File: config.mk
export PLATFORM = sky130hd
export DESIGN_NAME = race_start_scheduler
export DESIGN_NICKNAME = d
export VERILOG_FILES = /design/src/rtl/race_start_scheduler.sv
export SDC_FILE = /design/constraint.sdc
export NUM_CORES = 1
export LEC_CHECK = 0
export BUFFER_PORTS_ARGS = -buffer_cell sky130_fd_sc_hd__buf_4
export CELL_PAD_IN_SITES_DETAIL_PLACEMENT = 1
export CELL_PAD_IN_SITES_GLOBAL_PLACEMENT = 2
export CORE_MARGIN = 2
export CORE_UTILIZATION = 35
export DETAILED_ROUTE_END_ITERATION = 7
export GPL_TIMING_DRIVEN = 0
export PLACE_DENSITY = 0.78
export SLEW_MARGIN = 20
export SYNTH_ARGS = -nofsm -noshare
export SYNTH_HDL_FRONTEND = slang
export SYNTH_SLANG_ARGS = --single-unit
File: constraint.sdc
create_clock -name clk -period 2.6 [get_ports clk]
set_input_delay 0.26 -clock clk [delete_from_list [all_inputs] [get_ports clk]]
set_output_delay 0.26 -clock clk [all_outputs]
set_load 0.05 [all_outputs]
File: src/rtl/race_start_scheduler.sv
// Round-robin start-light sequencer: one shared RED/YELLOW/GREEN tower
// serving N_LANES requesters. The winning lane sees a timed
// RED -> YELLOW -> GREEN sequence. A race can be cancelled at any point by abort.
// This is a pure Moore machine: every output comes directly from a flop.
module race_start_scheduler #(
  parameter int N_LANES = 4,
  parameter int RED_CYC = 3,
  parameter int YEL_CYC = 3,
  parameter int GRN_CYC = 3,
  parameter int CNT_W   = 8
) (
  input  logic               clk,
  input  logic               reset_n,
  input  logic [N_LANES-1:0] req,
  input  logic               abort,
  output logic               red,
  output logic               yellow,
  output logic               green,
  output logic               busy,
  output logic [N_LANES-1:0] grant,
  output logic               done,
  output logic               aborted
);

  localparam int PTR_W = (N_LANES > 1) ? $clog2(N_LANES) : 1;

  localparam logic [CNT_W-1:0] RED_LOAD = CNT_W'(RED_CYC - 1);
  localparam logic [CNT_W-1:0] YEL_LOAD = CNT_W'(YEL_CYC - 1);
  localparam logic [CNT_W-1:0] GRN_LOAD = CNT_W'(GRN_CYC - 1);
  localparam logic [PTR_W-1:0] PTR_RST  = PTR_W'(N_LANES - 1);

  typedef enum logic [1:0] {
    S_IDLE,
    S_RED,
    S_YELLOW,
    S_GREEN
  } state_e;

  state_e             state_q, state_d;
  logic [CNT_W-1:0]   cnt_q, cnt_d;
  logic [PTR_W-1:0]   rr_ptr_q, rr_ptr_d;
  logic [N_LANES-1:0] grant_q, grant_d;
  logic               red_q, red_d;
  logic               yellow_q, yellow_d;
  logic               green_q, green_d;
  logic               busy_q, busy_d;
  logic               done_q, done_d;
  logic               aborted_q, aborted_d;

  logic               win_found;
  logic [PTR_W-1:0]   win_idx;
  logic [PTR_W-1:0]   scan_idx;
  int                 scan_int;

  // Round-robin search: first requesting lane strictly after rr_ptr, wrapping.
  always_comb begin
    // NOTE: every combinational output gets a default before any branch,
    // otherwise a path that skips the assignment infers a latch.
    win_found = 1'b0;
    win_idx   = '0;
    scan_int  = 0;
    scan_idx  = '0;
    for (int i = 1; i <= N_LANES; i++) begin
      scan_int = int'(rr_ptr_q) + i;
      if (scan_int >= N_LANES) scan_int = scan_int - N_LANES;
      scan_idx = PTR_W'(scan_int);
      if (!win_found && req[scan_idx]) begin
        win_found = 1'b1;
        win_idx   = scan_idx;
      end
    end
  end

  // Next-state, counter, arbitration and registered-output computation.
  always_comb begin
    state_d   = state_q;
    cnt_d     = cnt_q;
    rr_ptr_d  = rr_ptr_q;
    grant_d   = grant_q;
    done_d    = 1'b0;
    aborted_d = 1'b0;

    case (state_q)
      S_IDLE: begin
        // abort is meaningless here; only a request starts a race.
        if (win_found) begin
          state_d  = S_RED;
          cnt_d    = RED_LOAD;
          rr_ptr_d = win_idx;
          grant_d  = N_LANES'(1) << win_idx;
        end
      end
      S_RED, S_YELLOW, S_GREEN: begin
        if (abort) begin
          // Abort beats the normal phase step, even on the last GREEN cycle.
          // rr_ptr keeps the aborted lane so its turn counts as used.
          state_d   = S_IDLE;
          cnt_d     = '0;
          grant_d   = '0;
          aborted_d = 1'b1;
        end else if (cnt_q != '0) begin
          cnt_d = cnt_q - 1'b1;
        end else begin
          case (state_q)
            S_RED: begin
              state_d = S_YELLOW;
              cnt_d   = YEL_LOAD;
            end
            S_YELLOW: begin
              state_d = S_GREEN;
              cnt_d   = GRN_LOAD;
            end
            default: begin
              state_d = S_IDLE;
              grant_d = '0;
              done_d  = 1'b1;
            end
          endcase
        end
      end
      default: begin
        state_d = S_IDLE;
        cnt_d   = '0;
        grant_d = '0;
      end
    endcase

    // Lamps and busy come from the next state, so they line up with it in the same cycle.
    red_d    = (state_d == S_IDLE) || (state_d == S_RED);
    yellow_d = (state_d == S_YELLOW);
    green_d  = (state_d == S_GREEN);
    busy_d   = (state_d != S_IDLE);
  end

  // All state and outputs are registered here; async reset puts the lamp on red.
  always_ff @(posedge clk or negedge reset_n) begin
    // NOTE: sequential state uses non-blocking assignments so every flop
    // samples pre-edge values regardless of statement order.
    if (!reset_n) begin
      state_q   <= S_IDLE;
      cnt_q     <= '0;
      rr_ptr_q  <= PTR_RST;
      grant_q   <= '0;
      red_q     <= 1'b1;
      yellow_q  <= 1'b0;
      green_q   <= 1'b0;
      busy_q    <= 1'b0;
      done_q    <= 1'b0;
      aborted_q <= 1'b0;
    end else begin
      state_q   <= state_d;
      cnt_q     <= cnt_d;
      rr_ptr_q  <= rr_ptr_d;
      grant_q   <= grant_d;
      red_q     <= red_d;
      yellow_q  <= yellow_d;
      green_q   <= green_d;
      busy_q    <= busy_d;
      done_q    <= done_d;
      aborted_q <= aborted_d;
    end
  end

  assign red     = red_q;
  assign yellow  = yellow_q;
  assign green   = green_q;
  assign busy    = busy_q;
  assign grant   = grant_q;
  assign done    = done_q;
  assign aborted = aborted_q;

endmodule
Word-level counts from Yosys, hierarchy flattened
Index checks and enable logic that the tools add are counted.
W data, S select, Z words.
{ "op_classes": {"add_sub_neg": 9, "order_cmp": 8, "muxes": 41, "shifts": 1, "reduce_logical": 16, "eq_ne": 10} }
{ "op_table": {"columns": ["operator", "count"], "rows": [
  ["$mux W8", 4],
  ["$mux W2", 11],
  ["$mux W4", 4],
  ["$pmux W8 S2", 1],
  ["$mux W1", 14],
  ["$lt A2 B3 Y1 const B", 4],
  ["$ge A3 B3 Y1 const B", 3],
  ["$bmux W1 S2", 4],
  ["$eq A2 B2 Y1 const B", 4],
  ["$pmux W2 S2", 2],
  ["$pmux W4 S2", 1],
  ["$reduce_bool A8 Y1", 1],
  ["$sub A2 B1 Y2 const B", 4],
  ["$sub A8 B1 Y8 const B", 1],
  ["$add A2 B2 Y3 const B", 2],
  ["$ne A3 B3 Y1 const B", 2],
  ["$add A2 B3 Y4 const B", 1],
  ["$eq A2 B1 Y1 const B", 2],
  ["$ge A4 B3 Y1 const B", 1],
  ["$logic_not A2 Y1", 2],
  ["$ne A4 B4 Y1 const B", 1],
  ["$reduce_and A2 Y1", 2],
  ["$shl A1 B2 Y4 const A", 1],
  ["$add A2 B1 Y3 const B", 1],
  ["other kinds (8)", 12]
]} }
{ "totals": {"wordCells": 95, "reg_bits": 22, "in_bits": 7, "out_inout_bits": 10} }

Longest topological paths before layout
Gate-level depths: netlist of the first run.
{ "depth": {"ltp_word": 19, "ltp_mapped": 8, "depth_no_buf": 7} }

Least setup slack after synthesis of the first run
Ideal clock, no wire load.
{ "synth_path": {"path_type": "register to register", "start": "reg cnt_q[0]", "end": "reg cnt_q[3]", "t_required_ps": 2481, "path_buffers": 0, "setup_slack_ps": 748, "period_less_slack_ps": 1852, "stages_incl_launch_ff": 7, "arrival_ps": 1733, "setup_ps": 119, "path_cell_list": "dfrtp_1 > inv_1 > ha_1 > nor3b_1 > nand3_1 > a21oi_1 > o21ba_1"} }
{ "synth_via": {"elab_chain_len": 4, "elab_cells_between_ends": 7, "classes_between": "add/sub (1); eq/ne (1); mux (3); reduce/logical (2)"} }
{ "synth_lines": {"columns": ["item", "line", "text"], "rows": [
  ["start, declared", "40", "logic [CNT_W-1:0] cnt_q, cnt_d;"],
  ["start signal, assigned", "152", "cnt_q <= cnt_d;"],
  ["$sub A8 B1 Y8 or $reduce_bool A8 Y1 (tied branches)", "102, 101", null],
  ["$mux W8", "101", "end else if (cnt_q != '0) begin"],
  ["$mux W8", "94", "if (abort) begin"],
  ["$pmux W8 S2", "83", "case (state_q)"]
]} }
Parallel ways exist; a longest one is shown, timed or not.
A chain may end at the register's enable or synchronous reset.

Final worst setup path of the first run
Ends and elaborated chain as after synthesis.

==> results.sh, run 1 <==
export IMPL_ys_seq_area_share_pct=43.0
export IMPL_slew_viol_final=0
export IMPL_wire_per_inst_um=14.9
export IMPL_syn_nets=143
export IMPL_final_util_pct=41.8
export IMPL_synth_commonest_cells="19 x dfrtp_1, 9 x nor2_1, 8 x a21oi_1, 8 x nand2b_1, 8 x o21ai_0"
export IMPL_drt_pass1_iterations=4
export IMPL_grt_max_degree=23
export IMPL_overflow=0
export IMPL_final_layout_size_suffix_gt1_share_pct=25.2
export IMPL_whs_path_depth=2
export IMPL_antenna_left=0
export IMPL_vdd_drop_max_uv=346
export IMPL_clkSlewWorstSetupHoldPaths_ps=80
export IMPL_hpwl_mm=2.27
export IMPL_finalSetupTns_ps=0
export IMPL_fillers=432
export IMPL_synth_cells=132
export IMPL_tightest_slew_ps=684
export IMPL_finalCritPeriodShare_pct=85.3
export IMPL_gr_usage_met2_pct=28.9
export IMPL_die_y_um=64.7
export IMPL_met1_usage_pct=19.6
export IMPL_syn_avg_cell_area_um2=9.76
export IMPL_cts_root_buf="clkbuf_8"
export IMPL_post_route_min_period_ps=2220
export IMPL_grt_pass1_wl_mm=5.30
export IMPL_dieArea_mm2=0.00418
export IMPL_rsz0062_at_grt="no"
export IMPL_port_buffers=14
export IMPL_worstPathArrival_ps=2370
export IMPL_cp_max_fo=6
export IMPL_setup_viol=0
export IMPL_clock_skew_ps=11.2
export IMPL_path_cells="inv_1, ha_1, nor3b_1, nand3_1, a21oi_1, o21ba_1"
export IMPL_post_cts_buffers=0
export IMPL_routed_via_density=5.42
export IMPL_synth_top_area_cell="dfrtp_1"
export IMPL_drt_iter0_markers=51
export IMPL_cp_start_kind="flop"
export IMPL_grt_pass1_vias=1125
export IMPL_area_growth_pct=17.1
export IMPL_cpPeakStageDelay_ps=580
export IMPL_r2r_slack_ps=380
export IMPL_wirelength_mm=2.97
export IMPL_netlist_top_cells_area="dfrtp_1 37%, dfstp_2 6.1%, ha_1 3.9%"
export IMPL_drc=0
export IMPL_synth_main_ff_cell="dfrtp_1"
export IMPL_synth_most_common_cell="dfrtp_1"
export IMPL_cts_sinks=22
export IMPL_antenna_cells=0
export IMPL_nets=163
export IMPL_yosys_warnings=0
export IMPL_grt_busiest_layer="met2"
export IMPL_critPathCaptureType="flop"
export IMPL_vias=1079
export IMPL_ios=17
export IMPL_seq_area_um2=554
export IMPL_status="completed"
export IMPL_antenna_found_initial=0
export IMPL_reg2regPathDepth=6
export IMPL_grt_met3_usage_pct=1.74
export IMPL_mappedNetlistArea_mm2=0.00129
export IMPL_ys_types=49
export IMPL_htree_levels=1
export IMPL_slew_headroom_pct=54.3
export IMPL_start_util_pct=35.7
export IMPL_critPathKind="flop to flop"
export IMPL_cts_tree="done"
export IMPL_hold_end="rr_ptr_q[0]"
export IMPL_synth_top_area_share_pct=36.9
export IMPL_die_w_um=64.7
export IMPL_cts_made_buffers=3
export IMPL_core_mm2=0.00361
export IMPL_hp_class="input port to flop"
export IMPL_r2r_start="cnt_q[0]"
export IMPL_clk_latency_ps=270
export IMPL_grt_usage_pct=16.1
export IMPL_cap_violations=0
export IMPL_gp_congestion=0.805
export IMPL_leakagePower_nw=0.689
export IMPL_clockBufferDepth=2
export IMPL_finalHoldViolations=0
export IMPL_fmax_mhz=451
export IMPL_rr_endpoint="cnt_q[3]"
export IMPL_powerDensity_mw_per_mm2=1320
export IMPL_num_rows=22
export IMPL_synth_edf_count=0
export IMPL_cpMaxStageDelayCell="nor3b_1"
export IMPL_multi_input_area_um2=681
export IMPL_cp_required_ps=2750
export IMPL_ys_seq_elements=22
export IMPL_min_from="req[2]"
export IMPL_synthArstFlopShare_pct=100
==> what timing repair did <==
item	in CTS	in global routing
resized for setup	0	0
hold buffers	1	0
endpoints found under the hold margin	19	0
==> worst max-delay path by stage <==
stage / slack (ps) / end / cells after the start / startpoint
after floorplan: 750 / cnt_q[3] / 6 / cnt_q[0]
after global placement: 440 / cnt_q[3] / 6 / cnt_q[0]
after detailed placement: 390 / cnt_q[3] / 6 / cnt_q[0]
after CTS: 350 / cnt_q[3] / 6 / cnt_q[0]
after global routing: 200 / cnt_q[3] / 6 / cnt_q[0]
final: 380 / cnt_q[3] / 6 / cnt_q[0]
==> placed cells by master (no fill, tap or decap), types with 2 or more instances in the layout <==
cell	n
a211oi_1	2
a21oi_1	8
a311oi_1	2
buf_4	14
clkbuf_1	3
clkbuf_8	3
dfrtp_1	19
dfstp_2	3
ha_1	4
inv_1	7
nand2_1	4
nand2b_1	8
nand4b_1	2
nor2_1	9
nor3_1	5
nor3b_1	3
nor4_1	2
o21a_1	2
o21ai_0	8
o31ai_1	6
o41ai_1	2
or2_2	2
or3_1	2
or4_4	3
==> kinds of logic after synthesis <==
family,after synthesis,synth area share (%)
AOI/OAI and AO/OA,40,21.9
adders and majority gates,4,3.88
buffers and inverters,12,4.17
DFF,22,43.0
muxes,1,0.874
and+or+nand+nor,53,26.1
==> metal layers <==
| metal | up-vias | part of all wire [%] |
|---|---|---|
| met3 | 5 | 1.4 |
| met4 | 0 | 2.0 |
| met2 | 10 | 52 |
| met5 | - | 0 |
| met1 | 538 | 44 |
| li1 | 526 | - |
==> power breakdown <==
group | leakage, nW | switching, mW | internal [mW] | total (mW)
Sequential | 0.283 | 0.113 | 0.494 | 0.607
Combinational | 0.383 | 0.726 | 0.442 | 1.17
Clock | 0.0228 | 0.112 | 0.109 | 0.222
Total | 0.689 | 0.951 | 1.04 | 2.00
==> area by class of cell <==
type	count	area share (%)
inverter	8	1.99
tap	48	3.98
timing repair buffer	15	7.63
clock buffer	4	2.99
buffer	4	1.58
multi-input combinational	98	45.1
sequential	22	36.7
==> per-stage QoR <==
| step | hold WS [ps] | setup WS, ps | cells | power [mW] | instance area (µm²) |
|---|---|---|---|---|---|
| 2_1_floorplan | -35.6 | 748 | 132 | 1.49 | 1290 |
| 3_3_place_gp | 165 | 437 | 194 | 1.75 | 1450 |
| 3_5_place_dp | 170 | 393 | 194 | 1.79 | 1450 |
| 4_1_cts | 192 | 350 | 199 | 2.02 | 1510 |
| 5_1_grt | 204 | 197 | 199 | 2.17 | 1510 |
| 6_report | 194 | 383 | 199 | 2.00 | 1510 |
==> critical path, delay by kind of cell, from the launching register on <==
kind | cells | cell delay (ps)
AOI/OAI and AO/OA | 2 | 710
adders and majority gates | 1 | 170
buffers and inverters | 1 | 70
DFF | 1 | 410
and+or+nand+nor | 2 | 730
==> sequential cells by signal (all words and copies together) (netlist names) <==
name	cells
aborted	1
state_q	2
done	1
busy	1
cnt_q	8
green	1
rr_ptr_q	2
red	1
yellow	1
grant	4
Power figures use the tool's default switching activity.
==> run 2, diff against run 1 <==
--- a/config.mk
+++ b/config.mk
@@ -6,6 +6,7 @@
 export NUM_CORES = 1
 export LEC_CHECK = 0
 export BUFFER_PORTS_ARGS = -buffer_cell sky130_fd_sc_hd__buf_4
+export CAP_MARGIN = 15
 export CELL_PAD_IN_SITES_DETAIL_PLACEMENT = 1
 export CELL_PAD_IN_SITES_GLOBAL_PLACEMENT = 2
 export CORE_MARGIN = 2
@@ -13,6 +14,7 @@
 export DETAILED_ROUTE_END_ITERATION = 7
 export GPL_TIMING_DRIVEN = 0
 export PLACE_DENSITY = 0.78
+export RECOVER_POWER = 50
 export SLEW_MARGIN = 20
 export SYNTH_ARGS = -nofsm -noshare
 export SYNTH_HDL_FRONTEND = slang
==> results.sh, run 2 (synthesis results as in run 1) <==
export IMPL_wirelength_mm=2.97
export IMPL_max_flop_register="cnt_q"
export IMPL_rr_endpoint="cnt_q[3]"
export IMPL_final_common_cell="dfrtp_1"
export IMPL_slew_headroom_pct=19.9
export IMPL_cts_sinks=22
export IMPL_largest_reg_flops=8
export IMPL_critPathCaptureType="flop"
export IMPL_r2r_slack_ps=380
export IMPL_dp_cells=194
export IMPL_final_area_mm2=0.00149
export IMPL_path_cells="inv_1, ha_1, nor3b_1, nand3_1, a21oi_1, o21ba_1"
export IMPL_core_mm2=0.00361
export IMPL_leakagePower_nw=0.665
export IMPL_clockBufferDepth=2
export IMPL_grt_usage_pct=16.1
export IMPL_worstPathArrival_ps=2370
export IMPL_dieArea_mm2=0.00418
export IMPL_routed_via_density=5.42
export IMPL_rsz0062_at_grt="no"
export IMPL_cap_violations=0
export IMPL_min_from="req[2]"
export IMPL_wire_per_inst_um=14.9
export IMPL_antenna_cells=0
export IMPL_final_layout_size_suffix_gt1_share_pct=21.2
export IMPL_p_comb_share_pct=58.1
export IMPL_post_route_min_period_ps=2220
export IMPL_clk_latency_ps=270
export IMPL_reg2regPathDepth=6
export IMPL_finalCritPeriodShare_pct=85.2
export IMPL_grt_max_degree=23
export IMPL_hold_end="rr_ptr_q[0]"
export IMPL_tightest_slew_ps=1200
export IMPL_drt_pass1_iterations=4
export IMPL_whs_path_depth=2
export IMPL_finalHoldViolations=0
export IMPL_start_util_pct=35.7
export IMPL_p_sw_uw=951
export IMPL_netSwitchingFraction_pct=48.2
export IMPL_setup_viol=0
export IMPL_r2r_start="cnt_q[0]"
export IMPL_antenna_left=0
export IMPL_placed_area_mm2=0.00145
export IMPL_worstSetupPathDepth=6
export IMPL_vias=1078
export IMPL_powerDensity_mw_per_mm2=1330
export IMPL_cts_made_buffers=3
export IMPL_drc=0
export IMPL_power_frac_seq_pct=30.7
export IMPL_critPathKind="flop to flop"
export IMPL_cp_required_ps=2750
export IMPL_cpPeakStageDelay_ps=580
export IMPL_nets=163
export IMPL_power_frac_clock_pct=11.2
export IMPL_clock_skew_ps=11.2
export IMPL_die_w_um=64.7
export IMPL_worst_path_dominant_cell_family="simple AND/OR/NAND/NOR gates"
export IMPL_p_int_mw=1.02
export IMPL_cts_root_buf="clkbuf_8"
export IMPL_cts_tree="done"
export IMPL_num_rows=22
export IMPL_grt_pass1_vias=1125
export IMPL_path_buf_inv=1
export IMPL_hp_class="input port to flop"
export IMPL_fillers=435
export IMPL_area_growth_pct=15.3
export IMPL_status="completed"
export IMPL_die_y_um=64.7
export IMPL_hpwl_mm=2.27
export IMPL_ios=17
export IMPL_cp_start_kind="flop"
export IMPL_port_buffers=14
export IMPL_drt_iter0_markers=57
export IMPL_overflow=0
export IMPL_slew_viol_final=0
export IMPL_cp_max_fo=6
export IMPL_vdd_drop_max_uv=345
export IMPL_gp_congestion=0.805
export IMPL_grt_pass1_wl_mm=5.30
export IMPL_instances_no_fill=199
export IMPL_clkSlewWorstSetupHoldPaths_ps=80
export IMPL_antenna_found_initial=0
export IMPL_fmax_mhz=451
export IMPL_mostFrequentLayoutCells="19 x dfrtp_1, 9 x nor2_1, 9 x clkbuf_1"
export IMPL_cpMaxStageDelayCell="nor3b_1"
export IMPL_final_util_pct=41.2
export IMPL_finalSetupTns_ps=0
export IMPL_htree_levels=1
-- run 2: changes by cell type in the layout (fill, tap and decap cells not counted), sizes merged --
cell | previous run | this run
buf | 15 | 9
clkbuf | 7 | 13
-- run 2: layer usage --
metal	share of wire, %	vias up	GRT usage (%)	routed length (µm)
met1	44	537	19.6	1320
met2	52	10	28.9	1550
met3	1.4	5	1.74	41
met4	2.0	0	6.38	58
li1	-	526	-	-
met5	0	-	0	0
-- run 2: worst max-delay path by stage --
stage | to | start
floorplan | cnt_q[3] | cnt_q[0]
global placement | cnt_q[3] | cnt_q[0]
detailed placement | cnt_q[3] | cnt_q[0]
CTS | cnt_q[3] | cnt_q[0]
global route | cnt_q[3] | cnt_q[0]
finish | cnt_q[3] | cnt_q[0]
-- run 2: power by group through the flow --
stage,Clock (mW),Sequential [mW],Combinational [mW]
CTS,0.225,0.610,1.18
floorplan,0,0.760,0.734
global route,0.240,0.630,1.28
detailed placement,0,0.617,1.17
global placement,0,0.607,1.15
finish,0.222,0.606,1.15
-- run 2: metrics by stage --
step / setup WS [ps] / hold slack, ps / total power, mW
final: 384 / 194 / 1.97
after CTS: 350 / 192 / 2.02
after global placement: 437 / 165 / 1.75
after global routing: 197 / 204 / 2.15
after floorplan: 748 / -35.6 / 1.49
after detailed placement: 393 / 170 / 1.79
-- run 2: worst reg2reg max path, stage by stage (launching register included) --
cell and delay [ps]:
dfrtp_1 410, inv_1 70, ha_1 170, nor3b_1 580, nand3_1 150, a21oi_1 490
o21ba_1 220
-- run 2: area by class of cell --
type | count | area (µm²) | area share [%]
Timing Repair Buffer | 15 | 92.6 | 6.23
Clock buffer | 4 | 45.0 | 3.03
Inverter | 8 | 30.0 | 2.02
Buffer | 4 | 23.8 | 1.60
Sequential cell | 22 | 554 | 37.3
Multi-Input combinational cell | 98 | 681 | 45.8
Tap cell | 48 | 60.1 | 4.04
-- run 2: repair_timing --
item	CTS	global route
hold buffers	1	0
buffers inserted	0	0
endpoints found under the hold margin	19	0
resized for setup	0	0
